`src/rtl/rst_seq.sv`:
```
// Staged reset sequencer: synchronises the PLL-qualified reset, releases downstream
// reset domains in order, and handles soft-reset, watchdog and sticky reset cause.
module rst_seq #(
  parameter int NUM_STAGES     = 4,
  parameter int STAGE_GAP      = 16,
  parameter int SOFT_RST_PULSE = 32,
  parameter int SYNC_STAGES    = 2
) (
  input  logic                  clk_0_out,
  input  logic                  ext_rst_low_in,
  input  logic                  sys_rst_low_in,
  input  logic                  soft_rst_req_in,
  input  logic                  wdt_en_in,
  input  logic                  wdt_kick_in,
  input  logic [15:0]           wdt_timeout_in,
  input  logic                  rst_cause_clr_in,
  output logic [NUM_STAGES-1:0] stage_rst_low_out,
  output logic                  all_rst_done_out,
  output logic [2:0]            rst_cause_out
);

  // state   | meaning
  // HOLD    | all stages asserted, waiting for synchronised system reset release
  // RELEASE | releasing stages one per STAGE_GAP cycles, bit 0 first
  // RUN     | all stages released, watchdog may count
  // SOFT    | all stages held for SOFT_RST_PULSE cycles after soft/watchdog event
  localparam logic [1:0] ST_HOLD    = 2'd0;
  localparam logic [1:0] ST_RELEASE = 2'd1;
  localparam logic [1:0] ST_RUN     = 2'd2;
  localparam logic [1:0] ST_SOFT    = 2'd3;

  localparam int CNT_MAX = (STAGE_GAP > SOFT_RST_PULSE) ? STAGE_GAP : SOFT_RST_PULSE;
  localparam int CNT_W   = $clog2(CNT_MAX);
  localparam int IDX_W   = (NUM_STAGES > 1) ? $clog2(NUM_STAGES) : 1;
  localparam logic [CNT_W-1:0] GAP_TC   = CNT_W'(STAGE_GAP - 1);
  localparam logic [CNT_W-1:0] PULSE_TC = CNT_W'(SOFT_RST_PULSE - 1);
  localparam logic [IDX_W-1:0] LAST_IDX = IDX_W'(NUM_STAGES - 1);

  logic [SYNC_STAGES-1:0] sync_q;
  logic                   sync_rst_n;
  logic [1:0]             state_q, state_d;
  logic [CNT_W-1:0]       cnt_q, cnt_d;
  logic [IDX_W-1:0]       idx_q, idx_d;
  logic [NUM_STAGES-1:0]  stage_q, stage_d;
  logic                   done_q, done_d;
  logic [2:0]             cause_q, cause_d;
  logic [15:0]            wdt_q, wdt_d;
  logic                   wdt_counting, wdt_expire;

  assign sync_rst_n   = sync_q[SYNC_STAGES-1];
  assign wdt_counting = (state_q == ST_RUN) && wdt_en_in && (wdt_timeout_in != 16'd0);
  assign wdt_expire   = wdt_counting && !wdt_kick_in && (wdt_q == wdt_timeout_in - 16'd1);

  always_comb begin
    state_d = state_q;
    cnt_d   = cnt_q;
    idx_d   = idx_q;
    stage_d = stage_q;
    done_d  = done_q;
    cause_d = rst_cause_clr_in ? 3'b000 : cause_q;
    wdt_d   = (wdt_counting && !wdt_kick_in) ? wdt_q + 16'd1 : 16'd0;
    // Loss of the system reset overrides any soft/watchdog event on the same edge.
    if (!sync_rst_n && state_q != ST_HOLD) begin
      state_d    = ST_HOLD;
      stage_d    = '0;
      done_d     = 1'b0;
      cnt_d      = '0;
      idx_d      = '0;
      cause_d[0] = 1'b1;
    end else begin
      case (state_q)
        ST_HOLD: begin
          stage_d = '0;
          done_d  = 1'b0;
          if (sync_rst_n) begin
            state_d = ST_RELEASE;
            cnt_d   = '0;
            idx_d   = '0;
          end
        end
        ST_RELEASE: begin
          if (cnt_q == GAP_TC) begin
            cnt_d   = '0;
            stage_d = stage_q | (NUM_STAGES'(1) << idx_q);
            if (idx_q == LAST_IDX) begin
              state_d = ST_RUN;
              done_d  = 1'b1;
              idx_d   = '0;
            end else begin
              idx_d = idx_q + IDX_W'(1);
            end
          end else begin
            cnt_d = cnt_q + CNT_W'(1);
          end
        end
        ST_RUN: begin
          if (soft_rst_req_in || wdt_expire) begin
            state_d    = ST_SOFT;
            stage_d    = '0;
            done_d     = 1'b0;
            cnt_d      = '0;
            wdt_d      = 16'd0;
            cause_d[1] = cause_d[1] | soft_rst_req_in;
            cause_d[2] = cause_d[2] | wdt_expire;
          end
        end
        ST_SOFT: begin
          if (cnt_q == PULSE_TC) begin
            state_d = ST_RELEASE;
            cnt_d   = '0;
            idx_d   = '0;
          end else begin
            cnt_d = cnt_q + CNT_W'(1);
          end
        end
        default: state_d = ST_HOLD;
      endcase
    end
  end

  always_ff @(posedge clk_0_out or negedge ext_rst_low_in) begin
    if (!ext_rst_low_in) begin
      sync_q  <= '0;
      state_q <= ST_HOLD;
      cnt_q   <= '0;
      idx_q   <= '0;
      stage_q <= '0;
      done_q  <= 1'b0;
      cause_q <= 3'b001;
      wdt_q   <= 16'd0;
    end else begin
      sync_q  <= {sync_q[SYNC_STAGES-2:0], sys_rst_low_in};
      state_q <= state_d;
      cnt_q   <= cnt_d;
      idx_q   <= idx_d;
      stage_q <= stage_d;
      done_q  <= done_d;
      cause_q <= cause_d;
      wdt_q   <= wdt_d;
    end
  end

  assign stage_rst_low_out = stage_q;
  assign all_rst_done_out  = done_q;
  assign rst_cause_out     = cause_q;

endmodule
```
`config.mk`:
```
export PLATFORM = sky130hd
export DESIGN_NAME = rst_seq
export DESIGN_NICKNAME = d
export VERILOG_FILES = /design/src/rtl/rst_seq.sv
export SDC_FILE = /design/constraint.sdc
export NUM_CORES = 1
export LEC_CHECK = 0
export ABC_AREA = 1
export BUFFER_PORTS_ARGS = -buffer_cell sky130_fd_sc_hd__clkbuf_2
export CAP_MARGIN = 10
export CORE_UTILIZATION = 50
export CTS_CLUSTER_SIZE = 14
export DETAILED_ROUTE_END_ITERATION = 6
export GPL_TIMING_DRIVEN = 0
export PLACE_DENSITY_LB_ADDON = 0.25
export SKIP_CTS_REPAIR_TIMING = 1
export SLEW_MARGIN = 20
export SYNTH_ARGS = -nofsm -noshare
export SYNTH_HDL_FRONTEND = slang
export SYNTH_SLANG_ARGS = --single-unit
export TNS_END_PERCENT = 5
```
`constraint.sdc`:
```
create_clock -name clk_0_out -period 1.7 [get_ports clk_0_out]
set_input_delay 0.17 -clock clk_0_out [delete_from_list [all_inputs] [get_ports clk_0_out]]
set_output_delay 0.17 -clock clk_0_out [all_outputs]
set_load 0.005 [all_outputs]
```
==> impl_metrics.sql, run 1 <==
INSERT INTO impl_metrics (metric_group, metric, value, unit) VALUES
('placed_design', 'finalWeightedCongestion', '0.856', ''),
('hold_path', 'holdCritPathClass', 'in -> async', ''),
('drt', 'remaining_drc_errors', '0', ''),
('power_and_ir_drop', 'power_report.internal_total', '1850', 'uW'),
('status', 'violations', 'hold timing, setup timing', ''),
('yosys', 'yosys_warnings', '0', ''),
('floorplanning', 'die-height', '75.4', 'um'),
('placed_design', 'place_ws', '-0.309', 'ns'),
('yosys', 'postSynthNetCount', '376', ''),
('sta', 'max_freq', '535', 'MHz'),
('yosys', 'ys_seq_area_share', '32.5', '%'),
('grt', 'largest_net_degree_at_the_start_of_global_routing', '36', ''),
('yosys', 'async_flop_share', '100', '%'),
('power_and_ir_drop', 'switchingPower', '1290', 'uW'),
('cts', 'cts.path.max_buffers', '2', ''),
('cts', 'cts.sinks', '35', ''),
('drt', 'routed_wl', '5620', 'um'),
('power_and_ir_drop', 'p_sw_share', '41.1', '%'),
('placed_design', 'post-dp-hpwl', '4140', 'um'),
('sta', 'clock-skew-final', '0.00507', 'ns'),
('cts', 'clk_pin_slew_worst_paths', '0.07', 'ns'),
('yosys', 'syn_area', '2700', 'um2'),
('setup_path', 'worstPathArrival', '2.04', 'ns'),
('floorplanning', 'fp-row-count', '26', ''),
('cts', 'clk_latency', '0.29', 'ns'),
('yosys', 'synth-seq-cells', '35', ''),
('run', 'max_cap_violations', '0', ''),
('setup_path', 'endpoint_kind', 'flip-flop', ''),
('yosys', 'synth_top_cell_area_share', '31.6', '%'),
('sta', 'final_hold_viol_count', '13', ''),
('sta', 'grt_setup_unrepaired', 'true', ''),
('cts', 'clock_tree.htree_level_count', '2', ''),
('layout', 'fin_nets', '421', ''),
('yosys', 'post_synth_main_area_contributors', 'sky130_fd_sc_hd__dfrtp_1 (32%), sky130_fd_sc_hd__nand2_1 (9.3%), sky130_fd_sc_hd__ha_1 (7.0%)', ''),
('sta', 'relSlewSlack', '40.7', '%'),
('yosys', 'synth.distinct_cells', '36', ''),
('yosys', 'syn_area_per_cell', '7.98', 'um2'),
('setup_path', 'critical_setup_path_class', 'reg -> reg', ''),
('layout', 'layout.core_utilization', '63.8', '%'),
('layout', 'drive_gt1_share', '33.9', '%'),
('sta', 'period_share', '110', '%'),
('sta', 'worst_slew_pin_slew', '0.890', 'ns'),
('yosys', 'synth_top_area_cell', 'sky130_fd_sc_hd__dfrtp_1', ''),
('sta', 'final_critical_path_setup_slack', '-0.169', 'ns'),
('sta', 'final_setup_violations', '30', ''),
('floorplanning', 'total_die_area', '5690', 'um2'),
('power_and_ir_drop', 'worst_ir_drop_vdd', '0.848', 'mV'),
('setup_path', 'worst_setup_path_start_kind', 'flip-flop', ''),
('setup_path', 'critical_path_peak_fanout', '6', ''),
('drt', 'num_vias', '2260', ''),
('power_and_ir_drop', 'power.share.clock', '21.5', '%'),
('floorplanning', 'io_pins', '31', ''),
('drt', 'wl_per_cell', '12.4', 'um'),
('sta', 'post-route-min-period', '1.87', 'ns'),
('setup_path', 'cp_data_required_time', '1.88', 'ns'),
('status', 'outcome', 'finished with violations', ''),
('power_and_ir_drop', 'power-per-cell-area', '957', 'nW/um2'),
('layout', 'fillers', '481', ''),
('cts', 'clock_tree.root_cell', 'sky130_fd_sc_hd__clkbuf_8', ''),
('cts', 'cts_tree', 'built', ''),
('sta', 'maxSlewViolCount', '0', ''),
('power_and_ir_drop', 'combinationalPowerShare', '44.8', '%'),
('drt', 'drt_pre_antenna_iters', '5', ''),
('drt', 'post_drt_via_cell_ratio', '4.98', ''),
('drt', 'drt_iter0_drc', '159', ''),
('layout', 'insertedDiodeCount', '0', ''),
('floorplanning', 'effective_utilization_at_floorplan', '52.5', '%'),
('sta', 'finalHoldWorstSlack', '-0.00882', 'ns'),
('floorplanning', 'die_w', '75.4', 'um'),
('yosys', 'post_synth_top_flop', 'sky130_fd_sc_hd__dfrtp_1', ''),
('yosys', 'synthesis.instances', '338', ''),
('cts', 'cts_inserted_buffers', '5', ''),
('yosys', 'synth-edff-count', '0', ''),
('placed_design', 'io_buffer_count', '30', ''),
('grt', 'number_of_global_route_vias_before_repair', '1986', ''),
('drt', 'ant_nets_after_route', '0', ''),
('grt', 'global_route.overflow_total', '0', ''),
('grt', 'antenna_violations_before_repair', '0', ''),
('grt', 'grt_first_pass_wirelength', '9000', 'um'),
('power_and_ir_drop', 'p_leak', '0.00148', 'uW'),
('floorplanning', 'fp.coreArea', '5140', 'um2'),
('layout', 'synthToLayoutAreaGrowth', '21.7', '%'),
('power_and_ir_drop', 'power_frac_seq', '33.7', '%'),
('grt', 'grt_use_total', '21.2', '%');
-- cell families (layout without fill, tap and decap cells) --
kind of cell,Yosys count,after routing,synth area share [%]
AND/OR/NAND/NOR,180,181,36.1
buffers and inverters,45,90,6.87
flip-flops,35,35,32.5
AO/OA/AOI/OAI,32,32,7.47
XOR/XNOR,31,31,10.1
adder cells (fa/ha/maj),15,15,6.96
-- worst paths after layout --
check	from	to	slack [ns]	depth (start not counted)
hold / removal	ext_rst_low_in	wdt_q[10]$_DFF_PN0_	-0.009	1
setup reg to reg	state_q[0]$_DFFE_PN0P_	wdt_q[9]$_DFF_PN0_	-0.17	12
max in group asynchronous	ext_rst_low_in	state_q[0]$_DFFE_PN0P_	1.09	1
setup / recovery	state_q[0]$_DFFE_PN0P_	wdt_q[9]$_DFF_PN0_	-0.17	12
hold reg to reg	sync_q[0]$_DFF_PN0_	sync_q[1]$_DFF_PN0_	0.35	0
min in group clk_0_out	rst_cause_clr_in	rst_cause_out[0]$_DFFE_PN1P_	0.10	4
-- Yosys cell counts (2+ instances only) --
| master | instances |
|---|---|
| sky130_fd_sc_hd__o21ai_2 | 5 |
| sky130_fd_sc_hd__nor2_2 | 13 |
| sky130_fd_sc_hd__inv_2 | 7 |
| sky130_fd_sc_hd__ha_1 | 15 |
| sky130_fd_sc_hd__nand3b_1 | 2 |
| sky130_fd_sc_hd__nand2_2 | 11 |
| sky130_fd_sc_hd__o21ai_0 | 6 |
| sky130_fd_sc_hd__o211ai_1 | 5 |
| sky130_fd_sc_hd__nor3_1 | 2 |
| sky130_fd_sc_hd__dfrtp_1 | 34 |
| sky130_fd_sc_hd__nand3_1 | 25 |
| sky130_fd_sc_hd__nor2_4 | 13 |
| sky130_fd_sc_hd__a21oi_1 | 3 |
| sky130_fd_sc_hd__nor2_1 | 31 |
| sky130_fd_sc_hd__xor2_1 | 18 |
| sky130_fd_sc_hd__xnor2_1 | 13 |
| sky130_fd_sc_hd__nor4_1 | 3 |
| sky130_fd_sc_hd__nand4_1 | 3 |
| sky130_fd_sc_hd__inv_1 | 36 |
| sky130_fd_sc_hd__nand2_4 | 4 |
| sky130_fd_sc_hd__nand2_1 | 67 |
| sky130_fd_sc_hd__o21ai_1 | 8 |
-- metal layers --
layer  vias to the layer above  part of all wire [%]  GRT usage, %
met5                         -                     0             0
met4                         0                   1.1          6.38
met3                         5                   3.8          4.10
met2                        32                    47          32.5
met1                      1052                    48          30.3
li1                       1171                     -             -
-- stage by stage --
step / cells / total power [uW] / hold slack [ns] / setup TNS, ns / instance area, um2
after floorplan: 338 / 1850 / -0.126 / -0.142 / 2720
after CTS: 446 / 2800 / -0.0247 / -5.22 / 3060
final: 454 / 3140 / -0.00882 / -3.80 / 3280
after global routing: 454 / 3370 / 0.0634 / -7.19 / 3280
after global placement: 438 / 2100 / 0.278 / -6.80 / 2960
after detailed placement: 438 / 2120 / 0.280 / -7.51 / 2960
-- flip-flops by register name, indices dropped and copies added, names as in the netlist --
register           cells
all_rst_done_out       1
state_q                2
idx_q                  2
wdt_q                 16
stage_rst_low_out      4
sync_q                 2
cnt_q                  5
rst_cause_out          3
-- power by group through the flow --
stage / logic [uW] / clock network (uW) / registers [uW]
after floorplan: 809 / 0 / 1040
after global placement: 1040 / 0 / 1060
after detailed placement: 1060 / 0 / 1060
after CTS: 1070 / 687 / 1050
after global routing: 1570 / 722 / 1070
final: 1410 / 674 / 1060
-- layout by cell type, fill, tap and decap left out, types with 3 or more instances in the layout --
| master | netlist | routed |
|---|---|---|
| sky130_fd_sc_hd__ha_1 | 15 | 13 |
| sky130_fd_sc_hd__clkbuf_8 | 0 | 7 |
| sky130_fd_sc_hd__nand2_8 | 0 | 3 |
| sky130_fd_sc_hd__o21ai_2 | 5 | 6 |
| sky130_fd_sc_hd__o21ai_1 | 8 | 8 |
| sky130_fd_sc_hd__nand4_1 | 3 | 3 |
| sky130_fd_sc_hd__nand2_2 | 11 | 14 |
| sky130_fd_sc_hd__xor2_1 | 18 | 18 |
| sky130_fd_sc_hd__inv_1 | 36 | 35 |
| sky130_fd_sc_hd__buf_4 | 0 | 5 |
| sky130_fd_sc_hd__xnor2_1 | 13 | 13 |
| sky130_fd_sc_hd__nand3_1 | 25 | 24 |
| sky130_fd_sc_hd__clkbuf_2 | 0 | 30 |
| sky130_fd_sc_hd__nand2_1 | 67 | 62 |
| sky130_fd_sc_hd__o21ai_0 | 6 | 5 |
| sky130_fd_sc_hd__dfrtp_1 | 34 | 32 |
| sky130_fd_sc_hd__nor2_4 | 13 | 16 |
| sky130_fd_sc_hd__inv_2 | 7 | 8 |
| sky130_fd_sc_hd__nor2_2 | 13 | 17 |
| sky130_fd_sc_hd__nand2_4 | 4 | 4 |
| sky130_fd_sc_hd__o211ai_1 | 5 | 5 |
| sky130_fd_sc_hd__nor2_1 | 31 | 24 |
-- cell type report --
class                      instances  area, um2  area share, %
sequential                        35        880           26.8
timing repair buffer              37        223           6.79
buffer                             1       20.0          0.610
multi-input combinational        259       1800           55.0
clock buffer                       8        100           3.05
tap                               70       87.6           2.67
inverter                          44        168           5.11
-- critical path, cell delays in order (launching register included) --
cell and delay, ns:
sky130_fd_sc_hd__dfrtp_2 0.44, sky130_fd_sc_hd__inv_2 0.09, sky130_fd_sc_hd__ha_4 0.13, sky130_fd_sc_hd__nand2_2 0.05
sky130_fd_sc_hd__nor2_2 0.13, sky130_fd_sc_hd__nand3_2 0.10, sky130_fd_sc_hd__nor2_4 0.11, sky130_fd_sc_hd__nand2_2 0.07
sky130_fd_sc_hd__nor2_4 0.16, sky130_fd_sc_hd__nand4_4 0.11, sky130_fd_sc_hd__nand3_4 0.15, sky130_fd_sc_hd__clkbuf_16 0.19
sky130_fd_sc_hd__nor2_4 0.03
No activity file was read; power rests on OpenSTA's default activity.
==> run 2: changes to the inputs <==
Settings changed: CTS_BUF_LIST set to sky130_fd_sc_hd__clkbuf_2 sky130_fd_sc_hd__clkbuf_4 sky130_fd_sc_hd__clkbuf_8.
==> run 2 against run 1 <==
Net effect: the flow still finishes with violations (hold timing, setup timing); utilization rose by 0.073 points; routed wire length down 0.59%; flip-flop and latch count unchanged; combinational power barely moved; critical path depth did not move; cell area up 0.11%; clock skew decreased by 0.0012 ns; largest cell class unchanged; non-clock buffer count is the same.
==> impl_metrics.sql, run 2 (same netlist as run 1, synthesis figures left out) <==
INSERT INTO impl_metrics (metric_group, metric, value, unit) VALUES
('status', 'outcome', 'finished with violations', ''),
('status', 'violations', 'hold timing, setup timing', ''),
('placed_design', 'io_buffer_count', '30', ''),
('setup_path', 'crit_top_cell', 'sky130_fd_sc_hd__nor2_4', ''),
('setup_path', 'critical_path_peak_fanout', '6', ''),
('placed_design', 'postPlaceCellArea', '2960', 'um2'),
('cts', 'cts_tree', 'built', ''),
('sta', 'fin_setup_tns', '-3.76', 'ns'),
('sta', 'grt_setup_unrepaired', 'true', ''),
('layout', 'max_flop_register', 'wdt_q', ''),
('drt', 'remaining_drc_errors', '0', ''),
('grt', 'groute.layer.met3.usage', '4.23', '%'),
('setup_path', 'reg2regPathDepth', '12', ''),
('power_and_ir_drop', 'power-per-cell-area', '959', 'nW/um2'),
('cts', 'clk_latency', '0.29', 'ns'),
('setup_path', 'cpMaxStageDelayCell', 'sky130_fd_sc_hd__dfrtp_2', ''),
('placed_design', 'post-dp-hpwl', '4140', 'um'),
('setup_path', 'endpoint_kind', 'flip-flop', ''),
('setup_path', 'crit_path_start', 'state_q[0]$_DFFE_PN0P_', ''),
('drt', 'ant_nets_after_route', '0', ''),
('setup_path', 'cp_data_required_time', '1.88', 'ns'),
('floorplanning', 'die_w', '75.4', 'um'),
('drt', 'routed_wl', '5580', 'um'),
('setup_path', 'cpPeakStageDelay', '0.44', 'ns'),
('layout', 'final_cell_mix', 'sky130_fd_sc_hd__nand2_1 (62), sky130_fd_sc_hd__inv_1 (35), sky130_fd_sc_hd__dfrtp_1 (32)', ''),
('sta', 'final_hold_viol_count', '14', ''),
('layout', 'insertedDiodeCount', '0', ''),
('layout', 'synthToLayoutAreaGrowth', '21.8', '%'),
('hold_path', 'holdCritPathClass', 'in -> async', ''),
('drt', 'drt_pre_antenna_iters', '4', ''),
('cts', 'clock_tree.htree_level_count', '2', ''),
('floorplanning', 'effective_utilization_at_floorplan', '52.5', '%'),
('cts', 'clk_pin_slew_worst_paths', '0.07', 'ns'),
('layout', 'layout.core_utilization', '63.9', '%'),
('setup_path', 'cp_num_buf_inv', '2', ''),
('floorplanning', 'fp.coreArea', '5140', 'um2'),
('cts', 'cts.sinks', '35', ''),
('setup_path', 'path_cells', 'inv_2 -> ha_4 -> nand2_2 -> nor2_2 -> nand3_2 -> nor2_4 -> nand2_2 -> nor2_4 -> nand4_4 -> nand3_4 -> clkbuf_16 -> nor2_4', ''),
('layout', 'fin_nets', '421', ''),
('sta', 'period_share', '110', '%'),
('grt', 'largest_net_degree_at_the_start_of_global_routing', '36', ''),
('cts', 'clock_tree.root_cell', 'sky130_fd_sc_hd__clkbuf_8', ''),
('placed_design', 'finalWeightedCongestion', '0.856', ''),
('sta', 'finalHoldWorstSlack', '-0.0120', 'ns'),
('sta', 'worst_slew_pin_slew', '0.887', 'ns'),
('layout', 'drive_gt1_share', '34.1', '%'),
('floorplanning', 'io_pins', '31', ''),
('setup_path', 'critical_setup_path_class', 'reg -> reg', ''),
('run', 'max_cap_violations', '0', ''),
('setup_path', 'reg2reg_from', 'state_q[0]$_DFFE_PN0P_', ''),
('grt', 'antenna_violations_before_repair', '0', ''),
('grt', 'number_of_global_route_vias_before_repair', '1986', ''),
('layout', 'final_common_cell', 'sky130_fd_sc_hd__nand2_1', ''),
('sta', 'max_freq', '536', 'MHz'),
('floorplanning', 'total_die_area', '5690', 'um2'),
('layout', 'largest_register_ff_count', '16', ''),
('drt', 'num_vias', '2259', ''),
('drt', 'post_drt_via_cell_ratio', '4.98', ''),
('floorplanning', 'fp-row-count', '26', ''),
('sta', 'post-route-min-period', '1.87', 'ns'),
('drt', 'wl_per_cell', '12.3', 'um'),
('drt', 'drt_iter0_drc', '161', ''),
('sta', 'final_critical_path_setup_slack', '-0.166', 'ns'),
('sta', 'clock-skew-final', '0.00389', 'ns'),
('setup_path', 'worst_setup_path_start_kind', 'flip-flop', ''),
('grt', 'global_route.overflow_total', '0', ''),
('setup_path', 'cp_top_family', 'simple AND/OR/NAND/NOR gates', ''),
('grt', 'top_usage_layer', 'met2', ''),
('grt', 'met1_demand_to_capacity_share_in_global_routing', '30.3', '%'),
('layout', 'layout.cell_area.non_filler', '3280', 'um2'),
('sta', 'final_setup_violations', '30', ''),
('cts', 'cts_inserted_buffers', '5', ''),
('grt', 'grt_first_pass_wirelength', '8990', 'um'),
('sta', 'maxSlewViolCount', '0', ''),
('cts', 'cts.path.max_buffers', '2', ''),
('floorplanning', 'die-height', '75.4', 'um'),
('power_and_ir_drop', 'worst_ir_drop_vdd', '0.835', 'mV'),
('power_and_ir_drop', 'p_leak', '0.00149', 'uW'),
('grt', 'grt_use_total', '21.1', '%'),
('grt', 'gr-usage-met2', '32.1', '%'),
('setup_path', 'worst-r2r-setup-slack', '-0.17', 'ns'),
('setup_path', 'worstPathArrival', '2.04', 'ns'),
('setup_path', 'reg2reg_to', 'wdt_q[9]$_DFF_PN0_', ''),
('sta', 'relSlewSlack', '40.8', '%');
==> run 2: changes by cell type in the layout (fill, tap and decap cells not counted) <==
cell | before | now
sky130_fd_sc_hd__clkbuf_1 | 1 | 0
sky130_fd_sc_hd__clkbuf_4 | 0 | 1
==> run 2: area by class of cell <==
type	instances	area, um2
fillers	481	1860
multi-input cells	259	1800
flip-flops and latches	35	880
repair buffers	37	223
inverters	44	168
clock buffers	8	104
well taps	70	87.6
plain buffers	1	20.0
==> run 2: worst register-to-register path, delay by kind of cell, from the launching register on <==
kind                       cells  cell delay, ns
and+or+nand+nor                9            0.91
DFF                            1            0.44
adders and majority gates      1            0.13
buffers and inverters          2            0.28
==> run 2: per-stage QoR <==
step	power [uW]	setup slack, ns	cells
after floorplan	1850	-0.0175	338
after global placement	2100	-0.284	438
after detailed placement	2120	-0.309	438
after CTS	2820	-0.291	446
after global routing	3380	-0.282	454
final	3150	-0.166	454
==> run 2: how the worst max path moves through the flow <==
stage	end	slack (ns)	depth (start not counted)
floorplan	cnt_q[1]$_DFFE_PN0P_	-0.02	13
global placement	wdt_q[12]$_DFF_PN0_	-0.28	13
detailed placement	wdt_q[5]$_DFF_PN0_	-0.31	15
CTS	idx_q[0]$_DFFE_PN0P_	-0.29	9
global route	state_q[0]$_DFFE_PN0P_	-0.28	13
finish	wdt_q[9]$_DFF_PN0_	-0.17	12
==> run 2: routing by layer <==
| metal | share of wire [%] | up-vias | wire [um] |
|---|---|---|---|
| met2 | 47 | 36 | 2620 |
| li1 | - | 1170 | - |
| met4 | 1.2 | 0 | 65 |
| met5 | 0 | - | 0 |
| met1 | 48 | 1047 | 2660 |
| met3 | 4.1 | 6 | 231 |
==> run 2: report_power, final <==
group	leakage [uW]	switching (uW)	internal, uW
logic	0.000960	874	532
clock network	0.0000549	302	386
registers	0.000472	110	946
